[config.mk]
export PLATFORM = sky130hd
export DESIGN_NAME = spi_slave_param
export DESIGN_NICKNAME = d
export VERILOG_FILES = /design/src/rtl/spi_pkg.sv /design/src/rtl/spi_tx_serializer.sv /design/src/rtl/spi_slave_param.sv
export SDC_FILE = /design/constraint.sdc
export NUM_CORES = 1
export LEC_CHECK = 0
export ABC_CLOCK_PERIOD_IN_PS = 2700
export CELL_PAD_IN_SITES_DETAIL_PLACEMENT = 1
export CELL_PAD_IN_SITES_GLOBAL_PLACEMENT = 2
export CORE_MARGIN = 2
export CORE_UTILIZATION = 33
export DETAILED_ROUTE_END_ITERATION = 6
export PLACE_DENSITY_LB_ADDON = 0.1
export SYNTH_ARGS = -nofsm -noshare
export SYNTH_HDL_FRONTEND = slang
export SYNTH_HIERARCHICAL = 1
export SYNTH_SLANG_ARGS = --single-unit
[constraint.sdc]
create_clock -name clk -period 2.7 [get_ports clk]
set_input_delay 0.54 -clock clk [delete_from_list [all_inputs] [get_ports clk]]
set_output_delay 0.54 -clock clk [all_outputs]
set_load 0.005 [all_outputs]
[src/rtl/spi_pkg.sv]
// Shared encodings for the parametrised SPI slave: FSM states and command codes.
package spi_pkg;

    typedef enum logic [2:0] {
        IDLE      = 3'd0,
        CHK_CMD   = 3'd1,
        WRITE     = 3'd2,
        READ_ADDR = 3'd3,
        READ_DATA = 3'd4
    } state_e;

    localparam logic [1:0] CMD_WR_ADDR = 2'b00;
    localparam logic [1:0] CMD_WR_DATA = 2'b01;
    localparam logic [1:0] CMD_RD_ADDR = 2'b10;
    localparam logic [1:0] CMD_RD_DATA = 2'b11;

endpackage

[src/rtl/spi_tx_serializer.sv]
// MISO serializer: loads a readback word, shifts it out MSB first, then parks MISO low.
module spi_tx_serializer #(
    parameter int unsigned DATA_W = 8
) (
    input  logic              clk,
    input  logic              rst,
    input  logic              load,
    input  logic              clear,
    input  logic [DATA_W-1:0] data,
    output logic              MISO,
    output logic              done
);

    localparam int unsigned CNT_W = (DATA_W > 1) ? $clog2(DATA_W) : 1;

    logic [DATA_W-1:0] shift_q, shift_d;
    logic              active_q, active_d;
    logic [CNT_W-1:0]  cnt_q, cnt_d;

    // done is asserted on the edge that retires the last bit (LSB)
    always_comb begin
        shift_d  = shift_q;
        active_d = active_q;
        cnt_d    = cnt_q;
        done     = 1'b0;
        if (clear) begin
            shift_d  = '0;
            active_d = 1'b0;
            cnt_d    = '0;
        end else if (active_q) begin
            if (cnt_q == CNT_W'(DATA_W - 1)) begin
                done     = 1'b1;
                shift_d  = '0;
                active_d = 1'b0;
                cnt_d    = '0;
            end else begin
                shift_d = {shift_q[DATA_W-2:0], 1'b0};
                cnt_d   = cnt_q + CNT_W'(1);
            end
        end else if (load) begin
            shift_d  = data;
            active_d = 1'b1;
            cnt_d    = '0;
        end
    end

    always_ff @(posedge clk) begin
        if (rst) begin
            shift_q  <= '0;
            active_q <= 1'b0;
            cnt_q    <= '0;
        end else begin
            shift_q  <= shift_d;
            active_q <= active_d;
            cnt_q    <= cnt_d;
        end
    end

    assign MISO = shift_q[DATA_W-1];

endmodule

[src/rtl/spi_slave_param.sv]
// Parametrised SPI slave: frame deserialiser, read-address/read-data tracking,
// MISO readback and frame-error reporting for aborted transfers.
module spi_slave_param
    import spi_pkg::*;
#(
    parameter int unsigned DATA_W = 8,
    parameter int unsigned CMD_W  = 2
) (
    input  logic                     clk,
    input  logic                     rst,
    input  logic                     SS_n,
    input  logic                     MOSI,
    output logic                     MISO,
    output logic [CMD_W+DATA_W-1:0]  rx_data,
    output logic                     rx_valid,
    input  logic [DATA_W-1:0]        tx_data,
    input  logic                     tx_valid,
    output logic                     frame_err,
    output logic                     busy
);

    localparam int unsigned FRAME_W = CMD_W + DATA_W;
    localparam int unsigned SHIFT_W = FRAME_W - 1;
    localparam int unsigned CNT_W   = $clog2(FRAME_W + 1);

    state_e               state_q, state_d;
    logic [CNT_W-1:0]     bit_cnt_q, bit_cnt_d;
    logic [SHIFT_W-1:0]   shift_q, shift_d;
    logic [FRAME_W-1:0]   rx_data_q, rx_data_d;
    logic                 rx_valid_q, rx_valid_d;
    logic                 frame_err_q, frame_err_d;
    logic                 busy_q, busy_d;
    logic                 rd_seen_q, rd_seen_d;
    logic                 tx_started_q, tx_started_d;
    logic                 tx_load_c;
    logic                 tx_done_c;

    // Next-state and output logic; SS_n rising outside IDLE takes priority
    always_comb begin
        state_d      = state_q;
        bit_cnt_d    = bit_cnt_q;
        shift_d      = shift_q;
        rx_data_d    = rx_data_q;
        rx_valid_d   = 1'b0;
        frame_err_d  = 1'b0;
        rd_seen_d    = rd_seen_q;
        tx_started_d = tx_started_q;
        tx_load_c    = 1'b0;

        if (state_q != IDLE && SS_n) begin
            state_d      = IDLE;
            bit_cnt_d    = '0;
            tx_started_d = 1'b0;
            if (bit_cnt_q != '0 && bit_cnt_q < CNT_W'(FRAME_W)) begin
                frame_err_d = 1'b1;
            end
            if (state_q == READ_DATA) begin
                rd_seen_d = 1'b0;
            end
        end else begin
            case (state_q)
                IDLE: begin
                    bit_cnt_d = '0;
                    if (!SS_n) begin
                        state_d = CHK_CMD;
                    end
                end
                CHK_CMD: begin
                    shift_d   = {shift_q[SHIFT_W-2:0], MOSI};
                    bit_cnt_d = CNT_W'(1);
                    state_d   = MOSI ? (rd_seen_q ? READ_DATA : READ_ADDR) : WRITE;
                end
                default: begin
                    if (bit_cnt_q < CNT_W'(FRAME_W)) begin
                        shift_d   = {shift_q[SHIFT_W-2:0], MOSI};
                        bit_cnt_d = bit_cnt_q + CNT_W'(1);
                        if (bit_cnt_q == CNT_W'(FRAME_W - 1)) begin
                            rx_data_d  = {shift_q, MOSI};
                            rx_valid_d = 1'b1;
                            if (state_q == READ_ADDR) begin
                                rd_seen_d = 1'b1;
                            end
                        end
                    end else if (state_q == READ_DATA) begin
                        // A single readback per READ_DATA frame
                        if (!tx_started_q && tx_valid) begin
                            tx_load_c    = 1'b1;
                            tx_started_d = 1'b1;
                        end
                        if (tx_done_c) begin
                            rd_seen_d = 1'b0;
                        end
                    end
                end
            endcase
        end

        busy_d = (state_d != IDLE);
    end

    always_ff @(posedge clk) begin
        if (rst) begin
            state_q      <= IDLE;
            bit_cnt_q    <= '0;
            shift_q      <= '0;
            rx_data_q    <= '0;
            rx_valid_q   <= 1'b0;
            frame_err_q  <= 1'b0;
            busy_q       <= 1'b0;
            rd_seen_q    <= 1'b0;
            tx_started_q <= 1'b0;
        end else begin
            state_q      <= state_d;
            bit_cnt_q    <= bit_cnt_d;
            shift_q      <= shift_d;
            rx_data_q    <= rx_data_d;
            rx_valid_q   <= rx_valid_d;
            frame_err_q  <= frame_err_d;
            busy_q       <= busy_d;
            rd_seen_q    <= rd_seen_d;
            tx_started_q <= tx_started_d;
        end
    end

    spi_tx_serializer #(
        .DATA_W (DATA_W)
    ) u_tx (
        .clk   (clk),
        .rst   (rst),
        .load  (tx_load_c),
        .clear (SS_n),
        .data  (tx_data),
        .MISO  (MISO),
        .done  (tx_done_c)
    );

    assign rx_data   = rx_data_q;
    assign rx_valid  = rx_valid_q;
    assign frame_err = frame_err_q;
    assign busy      = busy_q;

endmodule

==> impl_metrics.toml, run 1 <==
[outcome]
status = "finished, final reports clean"

[drt]
final_antenna_net_count = 0
routed_via_density = 5.12
drc = 0
wl_um = 4180
wl_per_cell_um = 13.9
drtPass1Iterations = 4
vias = 1542
drt_first_iter_violations = 72

[logic_synthesis]
syn-num-nets = 223
synthFlopType = "dfxtp_1"
synth_area_um2 = 1910
async_reset_ff_share_pct = 0
avgSynthCellArea_um2 = 9.37
seq_area_frac_synth_pct = 45.1
ys_types = 38
syn_inst = 204
ys_ff_latch = 43
synth_edf_count = 0
ys_warn_count = 6

[setup_path]
crit_chain = "nor3b_1 -> nand3_1 -> nor3b_2 -> buf_4 -> and2b_1 -> a211oi_1 -> a211oi_1"
arrival_ps = 2230
crit_type = "reg -> reg"
rr_worst_depth = 7
crit_path_top_delay_cell = "dfxtp_1"
critPathMaxStageDelay_ps = 500
end_kind = "flip-flop"
crit_top_cell = "a211oi_1"
critPathLaunchType = "flip-flop"
cp_max_fo = 18
worstPathRequired_ps = 2840

[layout]
area_growth_pct = 21.3
post-route-util_pct = 41.8
num-nets-final = 247
diodes = 0
stdcell_count = 301
drive_above_1_share_pct = 7.42
filler_cell_count = 657

[sta]
fin_crit_sh_pct = 77.6
hold_viol = 0
slew_viol_final = 0
period_needed_ps = 2090
setup-violations-final = 0
worstMarginPinSlew_ps = 701
rsz0062_at_grt = "false"
holdWs_ps = 479
finClkSkew_ps = 6.18
max_freq_ghz = 0.478
max_slew_margin_pct = 53.2
tns_ps = 0

[grt]
grt_usage_pct = 14.4
antenna_found_initial = 0
grt_pass1_wl_um = 7250
grt_start_max_net_pins = 23
grt_pass1_vias = 1548
overflow = 0

[run]
drv_cap = 0

[floorplanning]
core.rowCount = 27
design.core.area_um2 = 5540
die_w_um = 80.1
ios = 27
initial_core_util_pct = 34.5
die_h_um = 80.1
dieArea_um2 = 6410

[pwr]
internal_power_mw = 0.916
power_switching_mw = 0.260
p_leak_nw = 0.784
p_sw_share_pct = 22.1
ir_worst_vdd_mv = 0.275
combPwrFrac_pct = 6.8
p_per_area_nw_per_um2 = 508
p_seq_share_pct = 55.3
clkPwrFrac_pct = 37.8

[clocking]
cts-root-buf = "clkbuf_8"
cts_resized = 0
cts.hold.buffers_added = 0
clk_latency_ps = 290
cts_max_level = 2
cts_max_path_buffers = 2
post_cts_buffers = 0
clock_sinks = 43
tritoncts = "done"
numCtsBuffers = 5
clk_pin_slew_ps = 80

[hold_path]
hold_depth = 2
hold_class = "reg -> reg"

[placed_design]
dp_cells = 293
dp_hpwl_um = 3130
gp_congestion = 0.797
port_buffers = 26
per-stage QoR:
step | worst slack [ps] | area, um2 | power [mW]
6_report | 606 | 2320 | 1.18
3_5_place_dp | 476 | 2220 | 0.747
2_1_floorplan | 803 | 1910 | 0.715
4_1_cts | 591 | 2320 | 1.20
3_3_place_gp | 561 | 2220 | 0.745
5_1_grt | 410 | 2320 | 1.23
worst max-delay path: cells and delay by family (launching register included):
family | cells | cell delay [ps]
buffers and inverters | 1 | 230
AOI/OAI and AO/OA | 2 | 290
and+or+nand+nor | 4 | 910
DFF | 1 | 500
per-layer routing:
metal / global-route usage (%) / share of wire, % / vias to the layer above
met5: 0 / 0 / -
met1: 16.9 / 45 / 738
li1: - / - / 773
met4: 4.58 / 1.2 / 0
met3: 3.37 / 3.9 / 7
met2: 25.8 / 49 / 24
final timing paths:
| kind | from | to | slack [ps] |
|---|---|---|---|
| max | state_q[2] | u_tx/shift_q[3] | 610 |
| min | u_tx/shift_q[1] | u_tx/shift_q[2] | 480 |
| max reg2reg | state_q[2] | u_tx/shift_q[3] | 610 |
| min reg2reg | u_tx/shift_q[1] | u_tx/shift_q[2] | 480 |
power by group through the flow:
stage               clock network [mW]  logic (mW)  registers, mW
global placement                     0      0.0804          0.665
CTS                              0.468      0.0819          0.650
finish                           0.445      0.0805          0.650
detailed placement                   0      0.0815          0.665
global route                     0.493      0.0900          0.652
floorplan                            0      0.0561          0.659
layout make-up:
class                   count  area (um2)  share of cell area [%]
clock buffers               8         100                    4.32
inverters                   4        15.0                   0.648
multi-input cells         144         961                    41.5
flip-flops and latches     43         861                    37.1
well taps                  72        90.1                    3.89
repair buffers             30         290                    12.5
cells in the mapped netlist (all sizes together), types with 2 or more instances:
cell type	count	area, um2
inv	4	15.0
o21ai	14	70.1
nand2b	19	119
a21oi	14	70.1
ha	6	75.1
dfxtp	43	861
buf	7	56.3
nand3	11	55.1
clkbuf	6	22.5
or2	2	15.0
nor2	15	56.3
mux2i	10	100
nor3	2	10.0
a31oi	3	18.8
a22oi	2	15.0
a211oi	16	125
nand2	4	15.0
nor3b	5	37.5
and2b	8	61.3
cell families (layout without fill, tap and decap cells):
logic type,count (synthesis),count (layout),share of synthesized area (%)
AND/OR/NAND/NOR,70,70,21.2
AO/OA/AOI/OAI,57,57,19.2
flip-flops,43,43,45.1
buffers and inverters,17,42,4.91
multiplexers,10,10,5.24
adder cells (fa/ha/maj),6,6,3.93
XOR/XNOR,1,1,0.458
layout by cell type (no fill, tap or decap), types with 4 or more instances in the layout:
| cell | count |
|---|---|
| inv_1 | 4 |
| o21ai_0 | 13 |
| and2b_1 | 7 |
| buf_4 | 4 |
| nand3_1 | 11 |
| clkbuf_8 | 7 |
| nor2_1 | 15 |
| nor3b_1 | 4 |
| nand2b_1 | 19 |
| dfxtp_1 | 43 |
| ha_1 | 6 |
| nand2_1 | 4 |
| mux2i_1 | 10 |
| a211oi_1 | 15 |
| clkdlybuf4s50_1 | 26 |
| a21oi_1 | 14 |
state kept, by name, indices dropped and copies added, names as in the netlist:
name	flops
state_q	3
tx_started_q	1
u_tx/cnt_q	3
rx_data	10
frame_err	1
u_tx/active_q	1
u_tx/shift_q	8
rd_seen_q	1
bit_cnt_q	4
shift_q	9
busy	1
rx_valid	1
No activity file was read; power rests on OpenSTA's default activity.
==> run 2: changes to the inputs <==
Settings changed: ABC_CLOCK_PERIOD_IN_PS 2700 to 1800, CORE_UTILIZATION 33 to 30.
Clock period 2.7 ns to 1.8 ns, I/O delays scaled along.
==> run 2 against run 1 <==
Net effect:
- total power rose by 52%
- sequential share of layout area fell by 3.2 points
- worst setup slack worse by 530 ps
- clock power up 50%
- highest routed layer unchanged
==> impl_metrics.toml, run 2 (synthesized netlist as in run 1, its figures left out) <==
[grt]
antenna_found_initial = 0
busiest_layer = "met2"
overflow = 0
grt_use_met3_pct = 3.26
grt_pass1_vias = 1749
grt_pass1_wl_um = 8150
grt_start_max_net_pins = 21
gr-usage-met1_pct = 16.5
grt.met2_usage_pct = 25.7
grt_usage_pct = 14.4

[floorplanning]
ios = 27
dieArea_um2 = 7020
design.core.area_um2 = 6240
die_w_um = 83.8
die_h_um = 83.8
core.rowCount = 29
initial_core_util_pct = 30.6

[clocking]
clk_pin_slew_ps = 80
cts_max_path_buffers = 2
cts-root-buf = "clkbuf_8"
clock_sinks = 43
clk_latency_ps = 290
numCtsBuffers = 5
cts_max_level = 2
tritoncts = "done"
cts.hold.buffers_added = 0

[drt]
final_antenna_net_count = 0
vias = 1628
routed_via_density = 5.02
drtPass1Iterations = 3
wl_um = 4950
wl_per_cell_um = 15.3
drc = 0
drt_first_iter_violations = 38

[hold_path]
hold_class = "reg -> reg"

[setup_path]
end_kind = "flip-flop"
worstPathRequired_ps = 1960
cp_max_fo = 6
crit_type = "reg -> reg"
rrSetupSlack_ps = 70
critPathLaunchType = "flip-flop"
arrival_ps = 1890

[pwr]
p_leak_nw = 0.893
ir_worst_vdd_mv = 0.233
p_per_area_nw_per_um2 = 701
power_mw = 1.79

[sta]
setup-violations-final = 0
fin_crit_sh_pct = 96.0
max_slew_margin_pct = 56.8
setup_slack_ps = 72.7
slew_viol_final = 0
holdWs_ps = 469
period_needed_ps = 1730
finClkSkew_ps = 9.46
max_freq_ghz = 0.579
hold_viol = 0
tns_ps = 0
worstMarginPinSlew_ps = 647
rsz0062_at_grt = "true"

[layout]
stdcell_count = 324
final_cell_mix = "40 x dfxtp_1, 26 x clkdlybuf4s50_1, 19 x nand2b_1"
num-nets-final = 265
area_growth_pct = 33.5
filler_cell_count = 720
diodes = 0
design_area_um2 = 2550
layout_commonest_cell = "dfxtp_1"
post-route-util_pct = 40.9
drive_above_1_share_pct = 20.2
largest_register_ffs = 10

[run]
drv_cap = 0

[placed_design]
port_buffers = 26
place_ws_ps = -214
placed_area_um2 = 2340
dp_hpwl_um = 3670
dp_cells = 314
gp_congestion = 0.817

[outcome]
status = "finished, final reports clean"
run 2: layer usage:
metal | vias up | routed length [um]
li1 | 808 | -
met5 | - | 0
met1 | 782 | 2140
met3 | 11 | 158
met2 | 27 | 2510
met4 | 0 | 141
run 2: final cells by class:
class,count,area [um2],share of cell area [%]
clock buffer,8,100,3.92
timing repair buffer,48,440,17.3
tap,77,96.3,3.78
multi-input combinational,144,1030,40.5
sequential,43,867,34.0
inverter,4,15.0,0.589
run 2: what timing repair did:
action                                  in CTS  in global routing
pin swaps                                    0                 13
gates resized for setup                      2                 21
endpoints found under the setup margin       3                  9
cloned                                       0                  1
buffers inserted                             0                  1
run 2: worst max-delay path, cell delays in order (launching register included):
cell and delay (ps):
dfxtp_4 370, nor3b_4 220, nand3_2 120, nor3b_4 300, buf_6 160, and2b_1 190
a211oi_2 160, a211oi_1 80
run 2: final timing paths:
path,end,from,depth (start not counted)
worst min register to register,rx_data[5],shift_q[4],2
worst min-delay path,rx_data[5],shift_q[4],2
worst max register to register,u_tx/shift_q[5],state_q[0],7
worst max-delay path,u_tx/shift_q[5],state_q[0],7
run 2: power by group:
group          switching [mW]  total, mW  internal, mW
clock network           0.319      0.669         0.350
logic                  0.0711      0.146        0.0750
registers              0.0114      0.972         0.961
total                   0.401       1.79          1.39
